**src/rtl/decode_stage.sv**
```systemverilog
// RV32I decode stage: 32x32 register file with write-through, immediate decode,
// load-use / redirect control to fetch. Optional early JAL redirect: DECODE_JAL_EARLY_EN.
module decode_stage #(
    parameter logic [31:0] RESET_PC = 32'h0000_0000
) (
    input  logic        clock,
    input  logic        reset,
    input  logic [31:0] fd_pc,
    input  logic [31:0] fd_instr,
    input  logic        ex_stall,
    input  logic        ex_br_en,
    input  logic [31:0] ex_br_addr,
    input  logic        wb_en,
    input  logic [4:0]  wb_rd,
    input  logic [31:0] wb_data,
    output logic        stall,
    output logic        br_en,
    output logic [31:0] br_addr,
    output logic        de_valid,
    output logic [31:0] de_pc,
    output logic [31:0] de_instr,
    output logic [31:0] de_rs1_val,
    output logic [31:0] de_rs2_val,
    output logic [31:0] de_imm,
    output logic [4:0]  de_rd,
    output logic        de_we,
    output logic        de_is_load
);

    localparam logic [6:0] OP_LUI    = 7'b0110111;
    localparam logic [6:0] OP_AUIPC  = 7'b0010111;
    localparam logic [6:0] OP_JAL    = 7'b1101111;
    localparam logic [6:0] OP_JALR   = 7'b1100111;
    localparam logic [6:0] OP_BRANCH = 7'b1100011;
    localparam logic [6:0] OP_LOAD   = 7'b0000011;
    localparam logic [6:0] OP_STORE  = 7'b0100011;
    localparam logic [6:0] OP_IMM    = 7'b0010011;
    localparam logic [6:0] OP_OP     = 7'b0110011;

    logic [31:0] regs [0:31];

    logic [6:0]  opcode;
    logic [4:0]  rs1;
    logic [4:0]  rs2;
    logic [4:0]  rd;
    logic        known;
    logic        use_rs1;
    logic        use_rs2;
    logic        writes_rd;
    logic        is_load;
    logic [31:0] imm;
    logic [31:0] rf_rs1;
    logic [31:0] rf_rs2;
    logic        lu;
    logic        jal_early;
    logic        load_bubble;

    assign opcode = fd_instr[6:0];
    assign rs1    = fd_instr[19:15];
    assign rs2    = fd_instr[24:20];
    assign rd     = fd_instr[11:7];

    always_ff @(posedge clock) begin
        if (reset) begin
            for (int i = 0; i < 32; i++) regs[i] <= '0;
        end else if (wb_en && wb_rd != 5'd0) begin
            regs[wb_rd] <= wb_data;
        end
    end

    // Write-through: a writeback in this cycle is visible to this cycle's decode.
    always_comb begin
        rf_rs1 = '0;
        rf_rs2 = '0;
        if (rs1 != 5'd0) rf_rs1 = (wb_en && wb_rd == rs1) ? wb_data : regs[rs1];
        if (rs2 != 5'd0) rf_rs2 = (wb_en && wb_rd == rs2) ? wb_data : regs[rs2];
    end

    always_comb begin
        known     = 1'b1;
        use_rs1   = 1'b0;
        use_rs2   = 1'b0;
        writes_rd = 1'b0;
        is_load   = 1'b0;
        imm       = '0;
        case (opcode)
            OP_LUI, OP_AUIPC: begin
                writes_rd = 1'b1;
                imm       = {fd_instr[31:12], 12'b0};
            end
            OP_JAL: begin
                writes_rd = 1'b1;
                imm       = {{11{fd_instr[31]}}, fd_instr[31], fd_instr[19:12],
                             fd_instr[20], fd_instr[30:21], 1'b0};
            end
            OP_JALR, OP_IMM: begin
                writes_rd = 1'b1;
                use_rs1   = 1'b1;
                imm       = {{20{fd_instr[31]}}, fd_instr[31:20]};
            end
            OP_LOAD: begin
                writes_rd = 1'b1;
                use_rs1   = 1'b1;
                is_load   = 1'b1;
                imm       = {{20{fd_instr[31]}}, fd_instr[31:20]};
            end
            OP_STORE: begin
                use_rs1 = 1'b1;
                use_rs2 = 1'b1;
                imm     = {{20{fd_instr[31]}}, fd_instr[31:25], fd_instr[11:7]};
            end
            OP_BRANCH: begin
                use_rs1 = 1'b1;
                use_rs2 = 1'b1;
                imm     = {{19{fd_instr[31]}}, fd_instr[31], fd_instr[7],
                           fd_instr[30:25], fd_instr[11:8], 1'b0};
            end
            OP_OP: begin
                writes_rd = 1'b1;
                use_rs1   = 1'b1;
                use_rs2   = 1'b1;
            end
            default: known = 1'b0;
        endcase
    end

    assign lu = de_valid && de_is_load && (de_rd != 5'd0) &&
                ((use_rs1 && rs1 == de_rd) || (use_rs2 && rs2 == de_rd));

`ifdef DECODE_JAL_EARLY_EN
    assign jal_early = (opcode == OP_JAL);
`else
    assign jal_early = 1'b0;
`endif

    // br_en forces stall low because fetch ignores a redirect while stalled.
    always_comb begin
        stall   = 1'b0;
        br_en   = 1'b0;
        br_addr = '0;
        if (ex_br_en) begin
            br_en   = 1'b1;
            br_addr = ex_br_addr;
        end else if (ex_stall || lu) begin
            stall = 1'b1;
        end else if (jal_early) begin
            br_en   = 1'b1;
            br_addr = fd_pc + imm;
        end
    end

    assign load_bubble = reset || ex_br_en || (!ex_stall && (lu || !known));

    always_ff @(posedge clock) begin
        if (load_bubble) begin
            de_valid   <= 1'b0;
            de_pc      <= RESET_PC;
            de_instr   <= '0;
            de_rs1_val <= '0;
            de_rs2_val <= '0;
            de_imm     <= '0;
            de_rd      <= '0;
            de_we      <= 1'b0;
            de_is_load <= 1'b0;
        end else if (!ex_stall) begin
            de_valid   <= 1'b1;
            de_pc      <= fd_pc;
            de_instr   <= fd_instr;
            de_rs1_val <= use_rs1 ? rf_rs1 : 32'h0;
            de_rs2_val <= use_rs2 ? rf_rs2 : 32'h0;
            de_imm     <= imm;
            de_rd      <= writes_rd ? rd : 5'd0;
            de_we      <= writes_rd && (rd != 5'd0);
            de_is_load <= is_load;
        end
    end

endmodule

```
**config.mk**
```make
export PLATFORM = sky130hd
export DESIGN_NAME = decode_stage
export DESIGN_NICKNAME = d
export VERILOG_FILES = /design/src/rtl/decode_stage.sv
export SDC_FILE = /design/constraint.sdc
export NUM_CORES = 2
export LEC_CHECK = 0
export ABC_AREA = 0
export CAP_MARGIN = 40
export CORE_MARGIN = 3
export CORE_UTILIZATION = 60
export DETAILED_ROUTE_END_ITERATION = 8
export PLACE_DENSITY = 0.81
export SYNTH_ARGS = -nofsm -noshare
export SYNTH_HDL_FRONTEND = slang
export SYNTH_SLANG_ARGS = --single-unit
```
**constraint.sdc**
```tcl
create_clock -name clock -period 3.5 [get_ports clock]
set_input_delay 0.875 -clock clock [delete_from_list [all_inputs] [get_ports clock]]
set_output_delay 0.875 -clock clock [all_outputs]
set_load 0.05 [all_outputs]
```
## Yosys cells after proc, flatten, opt, wreduce, memory -nomap -nowiden

Memory sizes are Yosys's and may differ from the RTL's.
Index checks and enable logic that the tools add are counted.

- Memories kept: 1
- Register bits after elaboration: 168
- Output and inout port bits: 202
- Bits in writable memories: 1024

- Reductions and logical operators: 29
- Muxes and demuxes: 25
- Equal/unequal tests: 13

Memories:

| memory | words | bits a word | rd ports | clocked after Yosys merged registers in | write ports | line | source |
|---|---|---|---|---|---|---|---|
| regs | 32 | 32 | 2 | 0 | 32 | 40 | `logic [31:0] regs [0:31];` |

Operator list:

| operator | count |
|---|---|
| 32-bit 2-to-1 mux | 8 |
| 32-bit one-hot mux with 5 select lines | 1 |
| 32-bit OR reduction | 1 |
| 5-bit nonzero test | 5 |
| 7-bit by 6-bit == test with 1-bit output, second input constant | 3 |
| 7-bit == test, second input constant | 3 |
| 5-bit == test | 4 |
| 7-bit by 5-bit == test with 1-bit output, second input constant | 2 |
| 1-bit 2-to-1 mux | 14 |
| 1-bit logical AND | 10 |
| 5-bit 2-to-1 mux | 2 |
| 9-bit OR reduction | 1 |
| 7-bit by 2-bit == test with 1-bit output, second input constant | 1 |
| 7-bit OR reduction | 1 |
| 3-bit OR reduction | 2 |
| 6-bit OR reduction | 1 |
| 1-bit logical OR | 5 |
| 1-bit zero test | 2 |
| 2-bit OR reduction | 1 |

## Depth between registers and ports, before layout

- Depth in word-level cells: 9
- Mapped depth: 10

## Worst setup path after synthesis

No wires, ideal clock.

- Path type: input port to output port
- From: input port fd_instr[2]
- To: output port stall
- Stages: 5
- Setup slack: -0.073 ns
- Arrival: 2.698 ns
- Buffers on the path: 1
- Cell sequence: buf_2 or3_1 a211oi_2 nand3_1 a31oi_1

- Cells in the longest elaborated chain, start to end: 9
- Elaborated cells between the ends (all ways): 17
- Classes of those cells: eq/ne: 6; mux: 4; reduce/logical: 7

RTL lines:

| element | line | source |
|---|---|---|
| start, declared | 9 | `input logic [31:0] fd_instr,` |
| 7-bit == test, or another cell as far along | 86 | `case (opcode)` |
| 6-bit OR reduction (no line) / 3-bit OR reduction (equally long branches) | -- |  |
| 1-bit 2-to-1 mux | 86 |  |
| 1-bit logical AND | 128 | `((use_rs1 && rs1 == de_rd) \|\| (use_rs2 && rs2 == de_rd));` |
| 1-bit logical OR (*) | 128 |  |
| 1-bit logical AND (*) | 127 | `assign lu = de_valid && de_is_load && (de_rd != 5'd0) &&` |
| 1-bit logical OR (*) | 144 | `end else if (ex_stall \|\| lu) begin` |
| 1-bit 2-to-1 mux (*) | 144 |  |
| 1-bit 2-to-1 mux (*) | 141 | `if (ex_br_en) begin` |
| end, declared | 16 | `output logic stall,` |

Mark *: on every way between the ends. The rest lies on a longest branch, timed or not.

## Worst setup path in the final report

Ends and elaborated chain as after synthesis.

==> run summary <==
Max-cap violations in this run came to 0. Once detail routing completed, the nets flagged for antenna violations numbered 0. The type of destination of the critical path is an output port. Tracing the worst setup path back leads to its startpoint at fd_instr[2]. The routing usage on met3 came out at 11.3%. For the finished layout, the period the worst path requires is 3.36 ns.

The total leakage power came out at 24.9 nW. Summed over all layers, the global routing overflow is 0. The type of the worst min-delay path is reg2reg. The first-pass detailed-route iteration total is 6. The floorplan step defined a core boundary enclosing 0.101 mm2. The count of final setup violators came out at 0. The buffer depth of the longest clock path is 3. The design draws 33.4 mW. The number of buffers created by CTS came out at 120.

The number of I/O pins came out at 340. TritonCTS built the clock tree. The startpoint identified for the worst hold timing path is de_imm[3]$_SDFFE_PP0N_. The count of final hold-check violations came out at 0. The count of buffers from port buffering is 339. STA classifies the critical path startpoint as a primary input.

The clock skew is 0.0200 ns. The number of placement rows came out at 116. Traced cell by cell, the critical path runs through dlygate4sd2_1, buf_4, nand4b_1, a211oi_2, nand3_2, a31oi_4, buf_12.

The flow ran to the end, and the final reports show no timing, DRC or antenna violations. The floorplan step set the die height to 326 um. The post-synthesis average cell area is 14.5 um2. The number of global-route vias before repair was 43303. The number of nets in the finished design came out at 4700. The number of H-tree levels came out at 3.

For this run, global-route usage on met2 was measured as 57.1%. The top flip-flop cell by instance count after synthesis is sky130_fd_sc_hd__edfxtp_1. The share of final-layout standard cells stronger than drive strength 1 came out at 25.3%. The number of DRC violations after detailed routing came out at 0. The peak clock frequency supported by timing came out at 0.297 GHz. The die extent in x is 326 um. The critical path arrival came out at 2.49 ns.

The detailed-route via count came out at 42547. The cell at the root of the clock tree is sky130_fd_sc_hd__clkbuf_16. After detailed routing, the total wire length is 198 mm.

The post-synth design cell area is 0.0615 mm2. The share of the clock period used by the worst path after layout came out at 96.1%. The clock latency reported for the late side of the worst-skew pair came out at 0.71 ns. The clock-pin slew of the registers on the worst-case setup and hold paths is 0.07 ns.

The number of antenna violations at the first check in global routing is 4. The global-route wire length before repair is 287 mm. The number of max-slew violations in the final report is 0. The die covers 0.106 mm2. The transition time of the tightest slew-check pin is 0.911 ns. For this run, the register share of the synthesized area comes to 55.4%.

The gate count after technology mapping came out at 4233. Relative to the synthesized area, the layout overhead comes to 17.7%. The total negative slack is 0 ns. The total of flip-flops plus latches after synthesis is 1192.

In this run the tightest slew margin relative to its limit is 39.1%. In this run the critical register-to-register path is launched from de_rd[4]$_SDFFE_PP0N_. The pin count of the biggest net entering global routing is 76.

On the worst path, the slowest cell contributes a delay of 0.32 ns. The critical path in this run is classified as in2out. After legalization and detailed placement, the total HPWL measured 126 mm. The number of buffers and inverters on the critical path came out at 3. At the end of routability-driven placement, the weighted congestion stood at 0.935. The fraction of registers with async set or reset after synthesis is 0%. The post-synthesis cell type count is 62. The data required time at the worst endpoint is 2.62 ns. The critical path's slowest cell is sky130_fd_sc_hd__a31oi_4. Across the VDD grid, the largest voltage drop is 0.405 mV.

The placed cell area came out at 0.0686 mm2. The total track usage is 36.9%. The sink count of the clock tree came out at 1192.

Once layout is complete, the utilization of the core stands at 71.8%. The family with the most delay on the worst path is buffers and inverters. The initial detailed-routing violation count came out at 6258. The power per cell area came out at 461 mW/mm2. The via density per instance is 7.06. Setup repair after global routing left no endpoint under its margin. The largest fanout on the critical path is 10.

The cell area after layout is 0.0725 mm2. The global routing stage identified its most utilized layer as met2. The total number of yosys warnings is 0. The number of enable-type register cells in the synthesized netlist came out at 1024.

The met1 capacity usage during global routing is 46.1%. Once the floorplan was initialized, standard cells occupied 61.0% of the core. The per-cell routed wire length came out at 32.8 um.
registers in the layout (all words and copies together) (netlist names):
register / count
de_pc: 32
de_rs1_val: 32
de_rs2_val: 32
de_imm: 32
de_is_load: 1
de_rd: 5
de_instr: 32
de_valid: 1
de_we: 1
regs: 1024
cells in the mapped netlist (48+ instances only):
library cell,n,area [um2]
sky130_fd_sc_hd__buf_4,48,360
sky130_fd_sc_hd__a22oi_1,153,1150
sky130_fd_sc_hd__nor2_1,75,282
sky130_fd_sc_hd__mux2i_1,53,531
sky130_fd_sc_hd__nor3_1,103,515
sky130_fd_sc_hd__nand2_1,149,559
sky130_fd_sc_hd__clkbuf_1,307,1150
sky130_fd_sc_hd__mux4_2,545,12300
sky130_fd_sc_hd__dfxtp_1,168,3360
sky130_fd_sc_hd__edfxtp_1,1024,30700
sky130_fd_sc_hd__o22ai_1,93,582
sky130_fd_sc_hd__and2_1,1055,6600
sky130_fd_sc_hd__buf_2,90,450
report_power, final:
group | internal (mW) | switching [mW]
clock network | 7.22 | 5.45
logic | 1.91 | 2.34
registers | 16.1 | 0.370
metal layers:
layer / vias up / part of all wire (%)
met4: 4 / 7.2
met2: 3646 / 46
met1: 21204 / 32
li1: 16936 / -
met3: 757 / 14
met5: - / 0.077
tightest hold or removal path, cell delays in order (launching register included):
cell and delay [ns]:
sky130_fd_sc_hd__dfxtp_1 0.31, sky130_fd_sc_hd__inv_1 0.06, sky130_fd_sc_hd__a2111oi_2 0.06
final cells by class:
type                       count  area, um2
timing repair buffer         641       7150
clock buffer                 176       3440
fill                        6139      28400
inverter                       9       33.8
clock inverter                52        404
tap                         1357       1700
antenna                        5       12.5
multi-input combinational   2598      25600
sequential                  1192      34100
path summary, 6_finish.rpt:
check | end | slack [ns] | depth (start not counted)
worst max register to register | de_rs1_val[10]$_SDFFE_PP0N_ | 1.03 | 8
worst min-delay path | de_imm[3]$_SDFFE_PP0N_ | 0.46 | 2
worst min register to register | de_imm[3]$_SDFFE_PP0N_ | 0.46 | 2
worst max-delay path | stall | 0.14 | 7
repair_timing:
item / 4_1_cts / 5_1_grt
setup buffers: 1 / 0
hold endpoints to repair: 0 / 0
setup endpoints to repair: 1 / 1
resized for setup: 12 / 0
hold buffers: 0 / 0
pin swaps: 4 / 1
cell families (layout without fill, tap and decap cells):
| kind of cell | after synthesis | after routing | synth area share [%] |
|---|---|---|---|
| buffers and inverters | 474 | 878 | 3.47 |
| other | 1 | 37 | 0.00609 |
| AOI/OAI and AO/OA | 441 | 441 | 5.65 |
| xor gates and xnor gates | 20 | 20 | 0.297 |
| and+or+nand+nor | 1506 | 1506 | 14.3 |
| DFF | 1192 | 1192 | 55.4 |
| muxes | 599 | 599 | 20.8 |
stage by stage:
step | instances | hold WS [ns] | setup WS, ns
finish | 6030 | 0.464 | 0.136
global route | 6028 | 0.491 | 0.00816
CTS | 6025 | 0.466 | 0.0643
detailed placement | 5796 | 0.456 | -0.321
global placement | 5794 | 0.458 | -0.382
floorplan | 4264 | 0.680 | 0.172
layout by cell type (no fill, tap or decap), drive strengths merged, types with 75 or more instances in the layout:
| cell type | n |
|---|---|
| mux4 | 545 |
| buf | 343 |
| clkdlybuf4s50 | 289 |
| nand2 | 149 |
| a22oi | 153 |
| edfxtp | 1024 |
| o22ai | 94 |
| clkbuf | 178 |
| dfxtp | 168 |
| nor3 | 103 |
| and2 | 1059 |
| nor2 | 75 |
Power figures use the tool's default switching activity.
